## src/rtl/miner_nonce_scheduler.sv

```systemverilog
// -----------------------------------------------------------------------------
// miner_nonce_scheduler
//
// Hands out nonces from an inclusive range [nonce_start, nonce_end] to an array
// of NUM_CORES miner cores. Each dispatch goes to the lowest-index idle core as
// a one-cycle hash enable pulse, with that core's nonce held until its next
// dispatch. The first reported hit ends the job and latches its nonce. If the
// whole range completes with no hit, the job ends with `exhausted` set.
//
// Optional feature: define MINER_SCHED_WATCHDOG_EN to build a per-core
// 10-bit watchdog. It re-issues a core's nonce after 1023 silent busy cycles
// and sets the sticky `timeout_err`. Without it, `timeout_err` is tied low.
//
// Ports
//   clk, n_rst          clock (rising edge), asynchronous active-low reset
//   job_start           start pulse, accepted in IDLE/DONE
//   job_abort           synchronous abort back to IDLE (highest priority)
//   nonce_start/_end    inclusive nonce range, sampled on an accepted start
//   core_finished       per-core one-cycle completion pulse
//   core_hit            per-core hit flag, valid with core_finished
//   core_hash_enable    per-core registered one-cycle start pulse
//   core_nonce          per-core nonce, core i in bits [32i+31:32i]
//   busy                high while a job is running
//   found, found_nonce  first hit result
//   exhausted           range completed with no hit
//   timeout_err         sticky watchdog flag
// -----------------------------------------------------------------------------
module miner_nonce_scheduler #(
  parameter int NUM_CORES = 4
) (
  input  logic                      clk,
  input  logic                      n_rst,
  input  logic                      job_start,
  input  logic                      job_abort,
  input  logic [31:0]               nonce_start,
  input  logic [31:0]               nonce_end,
  input  logic [NUM_CORES-1:0]      core_finished,
  input  logic [NUM_CORES-1:0]      core_hit,
  output logic [NUM_CORES-1:0]      core_hash_enable,
  output logic [32*NUM_CORES-1:0]   core_nonce,
  output logic                      busy,
  output logic                      found,
  output logic [31:0]               found_nonce,
  output logic                      exhausted,
  output logic                      timeout_err
);

  localparam int IDX_W = (NUM_CORES > 1) ? $clog2(NUM_CORES) : 1;

  typedef enum logic [1:0] {
    ST_IDLE = 2'd0,
    ST_RUN  = 2'd1,
    ST_DONE = 2'd2
  } state_e;

  // Lowest set bit of a per-core vector; callers qualify with a reduction-or.
  function automatic logic [IDX_W-1:0] lowest_idx(input logic [NUM_CORES-1:0] vec);
    logic [IDX_W-1:0] idx;
    idx = {IDX_W{1'b0}};
    for (int i = NUM_CORES - 1; i >= 0; i--) begin
      if (vec[i]) begin
        idx = IDX_W'(i);
      end else begin
        idx = idx;
      end
    end
    return idx;
  endfunction

  state_e                       state_q, state_d;
  logic [32:0]                  next_nonce_q, next_nonce_d;
  logic [32:0]                  end_nonce_q, end_nonce_d;
  logic [NUM_CORES-1:0]         core_busy_q, core_busy_d;
  logic [NUM_CORES-1:0]         hash_en_q, hash_en_d;
  logic [NUM_CORES-1:0][31:0]   core_nonce_q, core_nonce_d;
  logic                         busy_q, busy_d;
  logic                         found_q, found_d;
  logic [31:0]                  found_nonce_q, found_nonce_d;
  logic                         exhausted_q, exhausted_d;

  logic [NUM_CORES-1:0]         hit_vec_s;
  logic [NUM_CORES-1:0]         free_vec_s;
  logic [IDX_W-1:0]             hit_idx_s;
  logic [IDX_W-1:0]             free_idx_s;
  logic                         range_left_s;

`ifdef MINER_SCHED_WATCHDOG_EN
  logic                         timeout_q, timeout_d;
  logic [NUM_CORES-1:0][9:0]    wd_cnt_q, wd_cnt_d;
  logic [NUM_CORES-1:0]         wd_vec_s;
  logic [IDX_W-1:0]             wd_idx_s;

  // A busy core that has stayed silent for 1023 cycles is due for a re-issue.
  always_comb begin
    wd_vec_s = {NUM_CORES{1'b0}};
    for (int i = 0; i < NUM_CORES; i++) begin
      wd_vec_s[i] = core_busy_q[i] & ~core_finished[i] & (wd_cnt_q[i] == 10'd1023);
    end
  end

  assign wd_idx_s    = lowest_idx(wd_vec_s);
  assign timeout_err = timeout_q;
`else
  assign timeout_err = 1'b0;
`endif

  // Hits from cores that were never dispatched are ignored.
  assign hit_vec_s    = core_finished & core_hit & core_busy_q;
  // Uses the registered busy bits, so a core freed this cycle waits one cycle.
  assign free_vec_s   = ~core_busy_q;
  assign hit_idx_s    = lowest_idx(hit_vec_s);
  assign free_idx_s   = lowest_idx(free_vec_s);
  // 33-bit compare so that an end of 0xFFFFFFFF terminates without wrapping.
  assign range_left_s = (next_nonce_q <= end_nonce_q);

  // Next-state logic for the job FSM, dispatch and result registers.
  always_comb begin
    state_d       = state_q;
    next_nonce_d  = next_nonce_q;
    end_nonce_d   = end_nonce_q;
    core_busy_d   = core_busy_q;
    hash_en_d     = {NUM_CORES{1'b0}};
    core_nonce_d  = core_nonce_q;
    busy_d        = busy_q;
    found_d       = found_q;
    found_nonce_d = found_nonce_q;
    exhausted_d   = exhausted_q;
`ifdef MINER_SCHED_WATCHDOG_EN
    timeout_d     = timeout_q;
    wd_cnt_d      = wd_cnt_q;
`endif

    if (job_abort) begin
      state_d     = ST_IDLE;
      busy_d      = 1'b0;
      found_d     = 1'b0;
      exhausted_d = 1'b0;
      core_busy_d = {NUM_CORES{1'b0}};
      hash_en_d   = {NUM_CORES{1'b0}};
    end else begin
      case (state_q)
        ST_IDLE, ST_DONE: begin
          if (job_start) begin
            next_nonce_d = {1'b0, nonce_start};
            end_nonce_d  = {1'b0, nonce_end};
            found_d      = 1'b0;
            exhausted_d  = 1'b0;
            core_busy_d  = {NUM_CORES{1'b0}};
            busy_d       = 1'b1;
            state_d      = ST_RUN;
`ifdef MINER_SCHED_WATCHDOG_EN
            timeout_d    = 1'b0;
`endif
          end else begin
            state_d = state_q;
          end
        end

        ST_RUN: begin
          core_busy_d = core_busy_q & ~core_finished;
`ifdef MINER_SCHED_WATCHDOG_EN
          // Counters saturate so a due core stays due until it is re-issued.
          for (int i = 0; i < NUM_CORES; i++) begin
            if (core_busy_q[i] && (wd_cnt_q[i] != 10'd1023)) begin
              wd_cnt_d[i] = wd_cnt_q[i] + 10'd1;
            end else begin
              wd_cnt_d[i] = wd_cnt_q[i];
            end
          end
`endif
          if (|hit_vec_s) begin
            // A hit ends the job; no dispatch is issued in the same cycle.
            found_d       = 1'b1;
            found_nonce_d = core_nonce_q[hit_idx_s];
            busy_d        = 1'b0;
            state_d       = ST_DONE;
          end
`ifdef MINER_SCHED_WATCHDOG_EN
          else if (|wd_vec_s) begin
            // Re-issue the hung core's own nonce and take this cycle's dispatch slot.
            hash_en_d[wd_idx_s] = 1'b1;
            wd_cnt_d[wd_idx_s]  = 10'd0;
            timeout_d           = 1'b1;
          end
`endif
          else if (range_left_s && (|free_vec_s)) begin
            hash_en_d[free_idx_s]    = 1'b1;
            core_nonce_d[free_idx_s] = next_nonce_q[31:0];
            core_busy_d[free_idx_s]  = 1'b1;
            next_nonce_d             = next_nonce_q + 33'd1;
`ifdef MINER_SCHED_WATCHDOG_EN
            wd_cnt_d[free_idx_s]     = 10'd0;
`endif
          end else if (!range_left_s && (core_busy_q == {NUM_CORES{1'b0}})) begin
            exhausted_d = 1'b1;
            busy_d      = 1'b0;
            state_d     = ST_DONE;
          end else begin
            state_d = state_q;
          end
        end

        default: begin
          state_d = ST_IDLE;
          busy_d  = 1'b0;
        end
      endcase
    end
  end

  // State and output registers.
  always_ff @(posedge clk or negedge n_rst) begin
    if (!n_rst) begin
      state_q       <= ST_IDLE;
      next_nonce_q  <= 33'd0;
      end_nonce_q   <= 33'd0;
      core_busy_q   <= {NUM_CORES{1'b0}};
      hash_en_q     <= {NUM_CORES{1'b0}};
      core_nonce_q  <= {(32*NUM_CORES){1'b0}};
      busy_q        <= 1'b0;
      found_q       <= 1'b0;
      found_nonce_q <= 32'd0;
      exhausted_q   <= 1'b0;
`ifdef MINER_SCHED_WATCHDOG_EN
      timeout_q     <= 1'b0;
      wd_cnt_q      <= {(10*NUM_CORES){1'b0}};
`endif
    end else begin
      state_q       <= state_d;
      next_nonce_q  <= next_nonce_d;
      end_nonce_q   <= end_nonce_d;
      core_busy_q   <= core_busy_d;
      hash_en_q     <= hash_en_d;
      core_nonce_q  <= core_nonce_d;
      busy_q        <= busy_d;
      found_q       <= found_d;
      found_nonce_q <= found_nonce_d;
      exhausted_q   <= exhausted_d;
`ifdef MINER_SCHED_WATCHDOG_EN
      timeout_q     <= timeout_d;
      wd_cnt_q      <= wd_cnt_d;
`endif
    end
  end

  assign core_hash_enable = hash_en_q;
  assign core_nonce       = core_nonce_q;
  assign busy             = busy_q;
  assign found            = found_q;
  assign found_nonce      = found_nonce_q;
  assign exhausted        = exhausted_q;

endmodule

```

## config.mk

```make
export PLATFORM = sky130hd
export DESIGN_NAME = miner_nonce_scheduler
export DESIGN_NICKNAME = d
export VERILOG_FILES = /design/src/rtl/miner_nonce_scheduler.sv
export SDC_FILE = /design/constraint.sdc
export NUM_CORES = 1
export LEC_CHECK = 0
export CAP_MARGIN = 25
export CORE_UTILIZATION = 35
export CTS_CLUSTER_SIZE = 30
export DETAILED_ROUTE_END_ITERATION = 16
export GPL_ROUTABILITY_DRIVEN = 0
export HOLD_SLACK_MARGIN = 0.03
export PLACE_DENSITY = 0.58
export SLEW_MARGIN = 40
export SYNTH_ARGS = -nofsm -noshare
export SYNTH_HDL_FRONTEND = slang
export SYNTH_SLANG_ARGS = --single-unit
```

## constraint.sdc

```tcl
create_clock -name clk -period 8.9 [get_ports clk]
set_input_delay 1.78 -clock clk [delete_from_list [all_inputs] [get_ports clk]]
set_output_delay 1.78 -clock clk [all_outputs]
set_load 0.02 [all_outputs]
```

Word-level counts from Yosys, hierarchy flattened
Cells that the tools add are included.
{"block": "op_classes", "mux": 49, "addsub": 1, "multipliers": 0, "eq_ne": 12, "order_cmp": 4, "n_bitwise": 8, "div_mod_pow": 0, "n_reduce_logical": 19, "shifts": 0}
{"op": "128-bit bitwise mux", "n": 1}
{"op": "33-bit two-way mux", "n": 3}
{"op": "33-bit one-hot mux with 2 select lines", "n": 1}
{"op": "32-bit binary-select mux with 2-bit select", "n": 1}
{"op": "32-bit demux with 2-bit select", "n": 1}
{"op": "32-bit two-way mux", "n": 2}
{"op": "33-bit by 1-bit adder with 33-bit output (second input constant)", "n": 1}
{"op": "33-bit by 32-bit less-or-equal comparator with 1-bit output", "n": 1}
{"op": "4-bit two-way mux", "n": 8}
{"op": "2-bit two-way mux", "n": 13}
{"op": "3-bit inequality test (second input constant)", "n": 5}
{"op": "1-bit two-way mux", "n": 13}
{"op": "4-bit AND", "n": 3}
{"op": "3-bit AND reduction", "n": 4}
{"op": "5-bit AND reduction", "n": 2}
{"op": "4-bit inequality test (second input constant)", "n": 2}
{"op": "4-bit inverter", "n": 2}
{"op": "4-bit one-hot mux with 2 select lines", "n": 1}
{"op": "4-bit OR reduction", "n": 2}
{"op": "2-bit by 3-bit less-than comparator with 1-bit output (second input constant)", "n": 2}
{"op": "2-bit inequality test (second input constant)", "n": 3}
{"op": "1-bit one-hot mux with 2 select lines", "n": 3}
{"op": "4-bit zero test", "n": 1}
{"op": "4-bit bitwise OR", "n": 1}
{"op": "other kinds (14)", "n": 17}
{"block": "word_totals", "output_inout_bits": 168, "latch_bits": 0, "register_bits": 238, "memories": 0, "rom_bits": 0, "mem_bits_rw": 0, "wordCells": 106, "input_bits": 76}

Depth between registers and ports, before layout
Gate-level depths: netlist of run 1.
{"block": "logic_depth", "word_depth": 14, "mapped_depth": 11, "ltp_nobuf": 9}

Least setup slack after synthesis of run 1
Ideal clock, no wire load.
{"block": "synth_timing", "path_type": "input port to flip-flop", "start": "input port core_finished[0]", "end": "register core_nonce_q (netlist bit core_nonce[77])", "arrival_ns": 3.744, "path_slack_ns": 5.032, "required_ns": 8.775, "setup_time_ns": 0.125, "path_buffers": 1, "path_stages": 6, "path_cell_list": "and3_1 a31oi_1 nand4_1 nor4_4 buf_2 mux2_2"}
{"block": "synth_between", "elab_chain_len": 5}
{"item": "start, declared", "line": "37", "source": "input logic [NUM_CORES-1:0] core_finished,"}
{"item": "4-bit AND (2 in a row)", "line": "108", "source": "assign hit_vec_s = core_finished & core_hit & core_busy_q;"}
{"item": "4-bit OR reduction", "line": "171", "source": "if (|hit_vec_s) begin"}
{"item": "1-bit inverter (no source line)"}
{"item": "4-bit AND reduction (no source line)"}
{"item": "end signal, assigned", "line": "219", "source": "core_nonce_q <= {(32*NUM_CORES){1'b0}};"}
{"item": "end signal, assigned", "line": "234", "source": "core_nonce_q <= core_nonce_d;"}
{"item": "end, declared", "line": "75", "source": "logic [NUM_CORES-1:0][31:0] core_nonce_q, core_nonce_d;"}
Every way passes these cells.
A chain may end at the register's enable or synchronous reset.

Final worst setup path of run 1
{"block": "layout_timing", "start": "input port core_finished[0]", "end": "register core_nonce_q (netlist bit core_nonce[107])"}
The elaborated chain is that of the path after synthesis.

==> results of run 1 <==
worst max-delay path: stages:
cell	delay, ps
sky130_fd_sc_hd__clkdlybuf4s50_1	420
sky130_fd_sc_hd__and3_1	230
sky130_fd_sc_hd__a31oi_1	380
sky130_fd_sc_hd__nand4_1	580
sky130_fd_sc_hd__nor4_4	360
sky130_fd_sc_hd__buf_4	530
sky130_fd_sc_hd__mux2_2	400
how the worst min path moves through the flow:
stage / end / cells past startpoint
after floorplan: end_nonce_q[0]$_DFFE_PN0P_ / 2
after global placement: found_nonce[2]$_DFFE_PN0P_ / 2
after detailed placement: found_nonce[2]$_DFFE_PN0P_ / 2
after CTS: found_nonce[2]$_DFFE_PN0P_ / 2
after global routing: found_nonce[22]$_DFFE_PN0P_ / 2
final: found_nonce[2]$_DFFE_PN0P_ / 2
kinds of logic (layout without fill, tap and decap cells):
group                      Yosys count  count (layout)  share of synthesized area [%]
and+or+nand+nor                    412             412                          16.32
AOI/OAI and AO/OA                  245             245                          11.66
DFF                                237             237                          51.26
muxes                              128             128                          13.11
buffers and inverters              113             345                          4.055
adders and majority gates           33              33                          3.569
other                                1               1                        0.03241
layer usage:
layer	global-route usage [%]	vias up	share of wire [%]
met3	2.615	39	4.8
met1	29.46	4543	48
met5	0	-	0
li1	-	4485	-
met2	31.30	223	45
met4	4.467	0	1.7
Yosys cell counts (all sizes together), types with 2 or more instances:
| library cell | instances | share of area (%) |
|---|---|---|
| a211o | 2 | 0.15 |
| a211oi | 4 | 0.26 |
| a21o | 2 | 0.13 |
| a21oi | 56 | 2.4 |
| a2bb2oi | 2 | 0.15 |
| a31o | 4 | 0.30 |
| a31oi | 4 | 0.22 |
| a32oi | 3 | 0.23 |
| and2 | 4 | 0.22 |
| and3 | 11 | 0.59 |
| and4 | 4 | 0.30 |
| buf | 16 | 0.91 |
| clkbuf | 55 | 1.8 |
| dfrtp | 237 | 51 |
| ha | 33 | 3.6 |
| inv | 42 | 1.4 |
| mux2 | 128 | 13 |
| nand2 | 268 | 8.7 |
| nand2b | 5 | 0.27 |
| nand3 | 46 | 2.0 |
| nand4 | 11 | 0.65 |
| nor2 | 23 | 0.75 |
| nor2b | 4 | 0.22 |
| nor3 | 18 | 0.97 |
| nor3b | 2 | 0.13 |
| nor4 | 8 | 0.88 |
| o211ai | 2 | 0.13 |
| o21ai | 144 | 6.2 |
| o22ai | 9 | 0.49 |
| o311ai | 2 | 0.15 |
| o31a | 3 | 0.23 |
| or2 | 2 | 0.11 |
| or3 | 2 | 0.11 |
state kept, by name, summed over array words and instances (netlist names):
signal	count
core_nonce	128
found	1
core_hash_enable	4
exhausted	1
core_busy_q	4
next_nonce_q	33
found_nonce	32
end_nonce_q	32
state_q	2
area by class of cell:
cell class	instances	area, um^2
multi-input combinational	819	5226
clock inverter	10	85.08
fill	3090	17290
clock buffer	37	723.2
sequential	237	5931
timing repair buffer	256	2569
inverter	42	157.7
tap	442	553.0
power by group through the flow:
| stage | combinational (mW) | sequential (mW) | clock [mW] |
|---|---|---|---|
| after floorplan | 0.819 | 1.78 | 0 |
| after global placement | 1.51 | 1.76 | 0 |
| after detailed placement | 1.55 | 1.77 | 0 |
| after CTS | 1.56 | 1.75 | 1.06 |
| after global routing | 1.72 | 1.79 | 1.11 |
| final | 1.55 | 1.75 | 1.03 |
through the flow:
step	power, mW	hold WS [ps]	cells	setup WS (ps)
global placement	3.264	462.3	1794	4018
floorplan	2.597	449.7	1169	5032
CTS	4.371	482.5	1842	4567
finish	4.329	476.1	1843	4574
global route	4.621	499.5	1843	4372
detailed placement	3.320	469.4	1795	4026
==> impl_summary.md, run 1 <==
STA
The setup total negative slack is 0 ps. For the pin with the worst max-slew slack, the measured transition is 741.9 ps. Measured against its own limit, the worst slew margin works out to 50.54%. For the finished layout, the period the worst path requires is 4326 ps. The count of pins over their slew limit is 0. For the final database, setup skew stands at 19.61 ps. The number of endpoints failing setup at the final stage is 0. The final number of hold-violating endpoints came to 0. For this run, the top clock speed supported by timing is 231.2 MHz.

Of the available clock period, the critical path in the final layout requires 48.61%. Setup repair after global routing left no endpoint under its margin.

Setup path
The worst register-to-register path ends at core_nonce[107]$_DFFE_PN0P_. The launch point of the critical path is core_finished[0]. Counting cells, the worst reg-to-reg path comes to 9.

The maximum fanout along the worst path is 33. Across all register-to-register paths, the minimum setup slack is 5170 ps. The signal arrival time at the worst endpoint is 4730 ps. STA classifies the critical path startpoint as a primary input. In this run the critical register-to-register path is launched from next_nonce_q[30]$_DFFE_PN0P_. The critical path is of the primary input to flop type.

The worst setup path is captured at a flop. The end point of the critical path is core_nonce[107]$_DFFE_PN0P_. For the worst setup path, the data required time is 9300 ps.

Job
Max-cap violations in this run came to 0.

Cells and area
Leaving out fill and tap cells, the most frequent cells in the layout are 268 x sky130_fd_sc_hd__nand2_1, 241 x sky130_fd_sc_hd__clkdlybuf4s50_1, 237 x sky130_fd_sc_hd__dfrtp_1. The post-layout net count is 1492. The core utilization of the finished layout is 46.85%.

Leaving out fill and tap cells, the most frequent cell in the layout is sky130_fd_sc_hd__nand2_1. Of the cells placed in the final design, the portion with a size suffix greater than 1 is 13.70%. The count of antenna diodes in the layout is 0. The synthesis-to-finish area growth is 31.76%.

Summing all non-filler instances in the final layout gives an area of 15240 um^2.

Power
Dividing total power by cell area gives a power density of 284.0 nW/um^2. Net switching is 38.37% of the power. Combinational cells account for 35.7% of the total power. In this run the power spent charging and discharging nets is 1.661 mW. The share of total power dissipated in sequential elements is 40.4%. IR analysis of the VDD net gives a maximum drop of 0.0001355 V. Summed over all cells, the static leakage comes to 6.638 nW. The part of the total power dissipated in the clock network is 23.8%.

The internal power is 2.668 mW.

Clock network
In this run, CTS created clock tree buffers numbering 27. The number of clock sinks is 237. The clock tree from TritonCTS is done. The count of buffers added by post-CTS timing repair for setup is 0.

For the worst-skew pair, the clock arrives at the later sink with an insertion delay of 530 ps. The root buffer cell chosen for the clock tree is sky130_fd_sc_hd__clkbuf_16. The buffer levels on the longest clock path is 3.

The clock-pin slew reported for the worst setup and hold paths after clock tree synthesis is 60 ps. The CTS H-tree depth is 1. The number of buffers added to fix hold violations after cts is 0. The quantity of gates resized following cts is 0.

Floorplan
The number of rows created at floorplan is 66. The floorplan core area is 32540 um^2. Measured along the x axis, the die boundary spans 183.8 um. The floorplan die area is 33790 um^2. For this configuration, the core starts out at a cell density of 35.56%. The total I/O pin count is 244.

Measured along the y axis, the die boundary spans 183.8 um.

Worst hold path
In this run the worst hold path is classified as flop to flop. The worst min-delay path startpoint is found_nonce[2]$_DFFE_PN0P_.

Synthesis
After synthesis, flip-flops and latches occupy 51.26% of the total area. During synthesis, Yosys emitted a total of 0 warnings. The synthesized design contains 237 register bits. The netlist uses 56 different library cells.

The number of nets in the synthesized netlist is 1278. The flip-flop cell with the highest count after synthesis is sky130_fd_sc_hd__dfrtp_1. The number of flops mapped to enable cells by yosys is 0. The cell count after synthesis is 1169. After synthesis, the mean cell area works out to 9.897 um^2. The synthesized area is 11570 um^2. Counting flops with an async set or reset pin after synthesis yields a share of 100.0%.

Placed design
The number of input and output port buffers inserted is 242. Summed over all nets, the half-perimeter wirelength after detailed placement is 23350 um. The instance area after placement is 14410 um^2.

Detailed routing
The detailed router placed 9290 vias in this run. The first detailed-routing pass took 5 iterations. The number of vias per cell is 5.041. The remaining antenna violation count is 0.

In the final routed layout, each cell accounts on average for 18.19 um. Summed over all layers, the routed wires come to 33530 um. For this block, the initial DRC count from the detailed router was 520. The remaining routing DRC violations is 0.

GRT
The remaining global-route overflow is 0. The number of antenna violations at the first check in global routing is 0. The number of global-route vias before repair is 8851. The total routing resource utilization after global routing is 20.04%. The first-pass GRT wire length is 52720 um. The largest net degree at the start of global routing is 67.

Outcome
The run finished with clean final reports.
Note: power is estimated with default switching activity, not from simulation.
==> run 2: changes to the inputs <==
==> constraint.sdc (replaced) <==
create_clock -name clk -period 4.1 [get_ports clk]
set_input_delay 0.82 -clock clk [delete_from_list [all_inputs] [get_ports clk]]
set_output_delay 0.82 -clock clk [all_outputs]
set_load 0.02 [all_outputs]
==> impl_summary.md, run 2 (synthesis gave the netlist of run 1 again) <==
Detailed routing
The final layout contains routed wiring with a total length of 34760 um. The detailed-routing iteration count for the pre-antenna-repair pass is 5. The first routing iteration left 594 violations. After detailed routing, the number of remaining DRC violations is 0. The number of vias per cell is 5.091. Once detail routing completed, the nets flagged for antenna violations numbered 0. The total number of vias is 9470. The routed wirelength normalized by instance count is 18.69 um.

Clock network
The root buffer cell chosen for the clock tree is sky130_fd_sc_hd__clkbuf_16. In this run, CTS created clock tree buffers numbering 28. The clock tree from TritonCTS is done. After clock tree synthesis, the clock-pin slew on the worst setup and hold paths is 60 ps. The buffer levels on the longest clock path is 3. The number of clock sinks is 237.

CTS built an H-tree with a depth of 1. The number of gates resized after CTS was 0. The number of buffers added to fix hold violations after cts is 0. The insertion delay to the later sink of the worst-skew pair is 550 ps. The count of buffers added by post-CTS timing repair for setup is 0.

Cells and area
The register with the most flip-flops in the layout has 128 of them. The area growth from synthesis to layout is 33.81%. The most common cell after layout, fill and taps aside is sky130_fd_sc_hd__nand2_1. The filler cells instantiated in the layout total 3089. For this run, the post-layout net count is 1506. In the layout the commonest cells are 268 x sky130_fd_sc_hd__nand2_1, 241 x sky130_fd_sc_hd__clkdlybuf4s50_1, 237 x sky130_fd_sc_hd__dfrtp_1. The post-route netlist has 14.76% of its cells at a drive strength greater than 1.

STA
The routed design could run at a clock period as short as 3461 ps. The worst slew margin relative to its limit is 55.01%. The post-route clock period utilization is 84.42%.

Timing would allow up to 288.9 MHz. The slew at the pin closest to its max-slew limit is 674.8 ps. The smallest setup slack after layout is 638.6 ps. Setup repair after global routing left no endpoint under its margin. Setup violations remaining at the end of the flow were counted as 0. The final number of hold-violating endpoints is 0. The clock arrives with 24.28 ps of skew. The count of pins over their slew limit is 0. The setup total negative slack is 0 ps.

Placed design
The placed wire-length estimate is 24830 um. Input and output buffers added on the ports amount to 242. The worst setup slack before clock tree synthesis is 672.2 ps.

Power
The power density over the cells is 623.7 nW/um^2. The combinational share of power is 35.8%. The largest vdd supply drop is 0.0003525 V. Of the total power, registers draw 39.4%.

Of the total power, the clock network draws 24.8%. The switching power is 3.689 mW. Internal power comes to 5.966 mW. The static power due to leakage is 6.751 nW. The switching power as a share of total power is 38.21%.

GRT
For this run the aggregate overflow at the end of global routing stands at 0. The met2 global-route usage is 32.71%. The total routing resource utilization after global routing is 20.69%. The number of global-route vias before repair was 9020. For this run, global-route usage on met1 was measured as 29.66%. The number of antenna violations at the first check in global routing is 2. The largest net degree at the start of global routing is 68. Global routing consumed, on the met3 layer, 2.734% of the routing resources. The busiest layer in global routing is met2. The first-pass GRT wire length is 53970 um.

Floorplan
The die span in y is 183.8 um. The initial utilization of the core area, before any placement, comes to 35.56%. The floorplan die area is 33790 um^2.

The floorplan has 66 rows. The floorplan step set the die width to 183.8 um. The core region is 32540 um^2. The total I/O pin count is 244.

Job
The count of max-cap constraint violations is 0.

Setup path
The type of element capturing the critical path is a flop. The critical path startpoint category is a flop. STA puts the critical path data arrival time at 3870 ps. Of all nets on the critical path, the largest fanout is 33. The critical path is of the flop to flop type. For the worst setup path, the data required time is 4510 ps.

Worst hold path
The type of the tightest min-delay check is primary input to async pin.

Outcome
The flow ran to the end, and the final reports show no timing, DRC or antenna violations.
[run 2: area by class of cell]
| class | count | area, um^2 | share of cell area (%) |
|---|---|---|---|
| repair buffers | 269 | 2738 | 17.68 |
| clock inverters | 12 | 123.9 | 0.8001 |
| diodes | 2 | 5.005 | 0.03233 |
| inverters | 42 | 157.7 | 1.018 |
| multi-input cells | 819 | 5209 | 33.65 |
| well taps | 442 | 553.0 | 3.572 |
| flip-flops and latches | 237 | 5931 | 38.31 |
| clock buffers | 37 | 764.5 | 4.938 |
[run 2: power by group through the flow]
stage	Sequential, mW	Combinational [mW]	Clock [mW]
after global routing	3.90	3.81	2.57
after global placement	3.81	3.39	0
after CTS	3.79	3.48	2.46
after detailed placement	3.83	3.46	0
final	3.81	3.45	2.40
after floorplan	3.86	1.78	0
[run 2: worst paths after layout]
path	startpoint	endpoint	slack, ps	cells past startpoint
worst max-delay path	next_nonce_q[14]$_DFFE_PN0P_	core_nonce[97]$_DFFE_PN0P_	640	9
max in group asynchronous	n_rst	core_nonce[85]$_DFFE_PN0P_	2810	3
worst min register to register	found_nonce[17]$_DFFE_PN0P_	found_nonce[17]$_DFFE_PN0P_	470	2
min in group clk	found_nonce[17]$_DFFE_PN0P_	found_nonce[17]$_DFFE_PN0P_	470	2
worst max register to register	next_nonce_q[14]$_DFFE_PN0P_	core_nonce[97]$_DFFE_PN0P_	640	9
worst min-delay path	n_rst	found_nonce[11]$_DFFE_PN0P_	190	1
[run 2: critical path, cell delays in order (launching register included)]
cell and delay (ps):
sky130_fd_sc_hd__dfrtp_1 500, sky130_fd_sc_hd__ha_1 360, sky130_fd_sc_hd__nand4_1 180, sky130_fd_sc_hd__nor3_1 510, sky130_fd_sc_hd__nand4_1 180, sky130_fd_sc_hd__and2_1 200
sky130_fd_sc_hd__a22o_1 340, sky130_fd_sc_hd__nor4_4 360, sky130_fd_sc_hd__buf_12 280, sky130_fd_sc_hd__mux2_1 360
[run 2: stage by stage]
stage	instances	hold WS (ps)	power [mW]	instance area, um^2	utilization, %
floorplan	1169	449.7	5.638	11570	-
global placement	1808	461.7	7.199	14560	44.74
detailed placement	1809	468.5	7.297	14590	44.84
CTS	1858	180.3	9.724	15480	47.57
global route	1860	201.4	10.28	15480	47.58
finish	1860	187.3	9.656	15480	47.58
[run 2: per-layer routing]
layer | routed length, um | part of all wire [%] | vias up
met5 | 0 | 0 | -
met1 | 16280 | 47 | 4604
met2 | 15900 | 46 | 287
li1 | - | - | 4526
met3 | 1872 | 5.4 | 53
met4 | 707 | 2.0 | 0
==> run 3: changes to the inputs <==
==> constraint.sdc (replaced) <==
create_clock -name clk -period 3.26 [get_ports clk]
set_input_delay 0.652 -clock clk [delete_from_list [all_inputs] [get_ports clk]]
set_output_delay 0.652 -clock clk [all_outputs]
set_load 0.02 [all_outputs]
==> impl_summary.md, run 3 (synthesis gave the netlist of run 1 again) <==
Placed design
In this run the cell area measured after placement is 14920 um^2. The number of input and output port buffers inserted is 242. The placed wire-length estimate is 25210 um. At the placement stage, the worst setup path has a slack of 71.72 ps.

Power
The worst-case IR drop observed on VDD is 0.0004298 V. The power density over the cells is 789.6 nW/um^2. The static power due to leakage is 6.981 nW.

Floorplan
The initialized floorplan defines 66 standard-cell rows. The die covers 33790 um^2. The initial utilization of the core area, before any placement, comes to 35.56%.

The overall die width is 183.8 um. In this run the standard cell core region covers 32540 um^2. From bottom edge to top edge, the die measures 183.8 um. 244 I/O pins were placed.

Cells and area
The top cell types in the final layout, fill and taps aside, are 268 x sky130_fd_sc_hd__nand2_1, 241 x sky130_fd_sc_hd__clkdlybuf4s50_1, 237 x sky130_fd_sc_hd__dfrtp_1. The library cell used most frequently in the layout, excluding fill and tap cells, is sky130_fd_sc_hd__nand2_1. The proportion of layout cells with a drive suffix above 1 is 17.19%. Fill cells in the final layout number 3055. The post-route cell area is 15850 um^2. The core utilization of the finished layout is 48.72%.

The register with the most flip-flops in the layout has 128 of them. The net count of the finished layout is 1546. Compared with the post-synthesis result, the final layout area differs by 37.02%.

Setup path
The origin of the critical flop-to-flop path is next_nonce_q[30]$_DFFE_PN0P_. The required time of the critical path is 3670 ps. The critical path startpoint category is a flop.

The kind of critical path is flop to flop. The signal arrival time at the worst endpoint is 3470 ps. The length in cells of the worst reg-to-reg path is 10. The worst register-to-register path ends at core_nonce[124]$_DFFE_PN0P_. The maximum fanout along the worst path is 16.

STA classifies the critical path endpoint as a flop. The worst register-to-register path has a setup slack of 200 ps.

Clock network
For this design, the CTS-stage hold fixing added 0 buffers. Clock-pin slew was measured on the worst setup and hold paths at 60 ps. TritonCTS built the clock tree. The CTS H-tree depth is 1. The insertion delay to the later sink of the worst-skew pair is 530 ps.

Clock tree synthesis selected as its root buffer the cell sky130_fd_sc_hd__clkbuf_16. The number of clock sinks is 237. The total CTS buffers is 27. The buffer levels on the longest clock path is 3.

STA
The upper clock frequency limit is 326.7 MHz. The final number of hold-violating endpoints came to 0. The setup total negative slack is 0 ps. The number of endpoints failing setup at the final stage is 0. The final critical path time including I/O delays and setup is 3061 ps. In the post-route analysis, the smallest setup slack over all paths is 198.8 ps. Hold timing on the final database bottoms out at a slack of 86.77 ps.

The count of pins over their slew limit came to 0. Clock skew on the completed layout was measured at 10.50 ps. Setup repair after global routing left no endpoint under its margin. The worst slew margin relative to its limit is 54.18%. The post-route clock period utilization is 93.90%.

For the pin with the worst max-slew slack, the measured transition is 687.2 ps.

Detailed routing
The final routed wirelength across all metal layers is 34860 um. The total number of vias is 9576. The detailed-routing iteration count for the pre-antenna-repair pass is 5. The number of vias per cell is 5.045.

The remaining routing DRC violations is 0. In the final routed layout, each cell accounts on average for 18.37 um. In this run, the number of DRC markers left after iteration 0 of detailed routing was 544. The remaining antenna violation count is 0.

GRT
The number of global-route vias before repair is 9190. The first global-routing pass estimated 54140 um of wire. The largest net degree at the start of global routing is 85. The number of antenna violations at the first check in global routing is 3. The total routing resource utilization after global routing is 20.63%. The remaining global-route overflow is 0.

Worst hold path
The type of the tightest min-delay check is primary input to async pin.

Job
Across the run, the number of max-cap violations was 0.

Outcome
The flow ran to the end, and the final reports show no timing, DRC or antenna violations.
[run 3: changes by cell type in the layout (fill, tap and decap cells not counted), sizes merged]
cell / previous run / this run
buf: 28 / 67
bufinv: 2 / 4
clkbuf: 37 / 35
clkinv: 9 / 8
clkinvlp: 1 / 0
inv: 42 / 43
[run 3: through the flow]
step | total power [mW] | std cells
floorplan | 7.091 | 1169
global placement | 9.384 | 1847
detailed placement | 9.517 | 1847
CTS | 12.64 | 1893
global route | 13.34 | 1898
finish | 12.52 | 1898
[run 3: worst max-delay path by stage]
stage	start	to	slack, ps	depth (start not counted)
3_5_place_dp	next_nonce_q[28]$_DFFE_PN0P_	core_nonce[107]$_DFFE_PN0P_	70	9
2_1_floorplan	next_nonce_q[30]$_DFFE_PN0P_	core_nonce[108]$_DFFE_PN0P_	220	10
6_report	next_nonce_q[30]$_DFFE_PN0P_	core_nonce[124]$_DFFE_PN0P_	200	10
4_1_cts	next_nonce_q[28]$_DFFE_PN0P_	core_nonce[107]$_DFFE_PN0P_	60	9
3_3_place_gp	next_nonce_q[28]$_DFFE_PN0P_	core_nonce[107]$_DFFE_PN0P_	160	9
5_1_grt	next_nonce_q[22]$_DFFE_PN0P_	core_nonce[125]$_DFFE_PN0P_	50	10
[run 3: cell type report]
type	instances	area, um^2	area share (%)
Antenna cell	2	5.005	0.03157
Sequential cell	237	5931	37.41
Tap cell	442	553.0	3.489
Inverter	42	157.7	0.9945
Multi-Input combinational cell	819	5210	32.87
Timing Repair Buffer	310	3105	19.59
Clock inverter	13	172.7	1.089
Clock buffer	33	718.2	4.530
[run 3: critical path: stages, from the launching register on]
cell                       delay (ps)
sky130_fd_sc_hd__dfrtp_1          380
sky130_fd_sc_hd__ha_1             340
sky130_fd_sc_hd__a21o_1           190
sky130_fd_sc_hd__a211o_1          280
sky130_fd_sc_hd__a221oi_1         210
sky130_fd_sc_hd__o21ai_1          170
sky130_fd_sc_hd__a22o_2           370
sky130_fd_sc_hd__nor4_4           230
sky130_fd_sc_hd__buf_4            180
sky130_fd_sc_hd__buf_6            250
sky130_fd_sc_hd__mux2_4           330
[run 3: timing repair]
action                     CTS  global route
hold endpoints to repair     0             0
gates resized for setup      0             3
setup endpoints to repair    0            81
setup buffers                0             1
[run 3: power breakdown]
| group | internal, mW | switching (mW) | total [mW] | leakage (nW) |
|---|---|---|---|---|
| Clock | 1.87 | 1.19 | 3.06 | 0.444 |
| Combinational | 2.27 | 2.85 | 5.12 | 3.41 |
| Sequential | 3.72 | 0.610 | 4.33 | 3.13 |
| Total | 7.86 | 4.65 | 12.5 | 6.98 |
[run 3: per-layer routing]
layer / global-route usage (%) / share of wire, % / vias up
li1: - / - / 4595
met1: 29.99 / 47 / 4637
met2: 31.97 / 45 / 297
met3: 2.674 / 5.2 / 47
met4: 6.100 / 2.7 / 0
met5: 0 / 0 / -
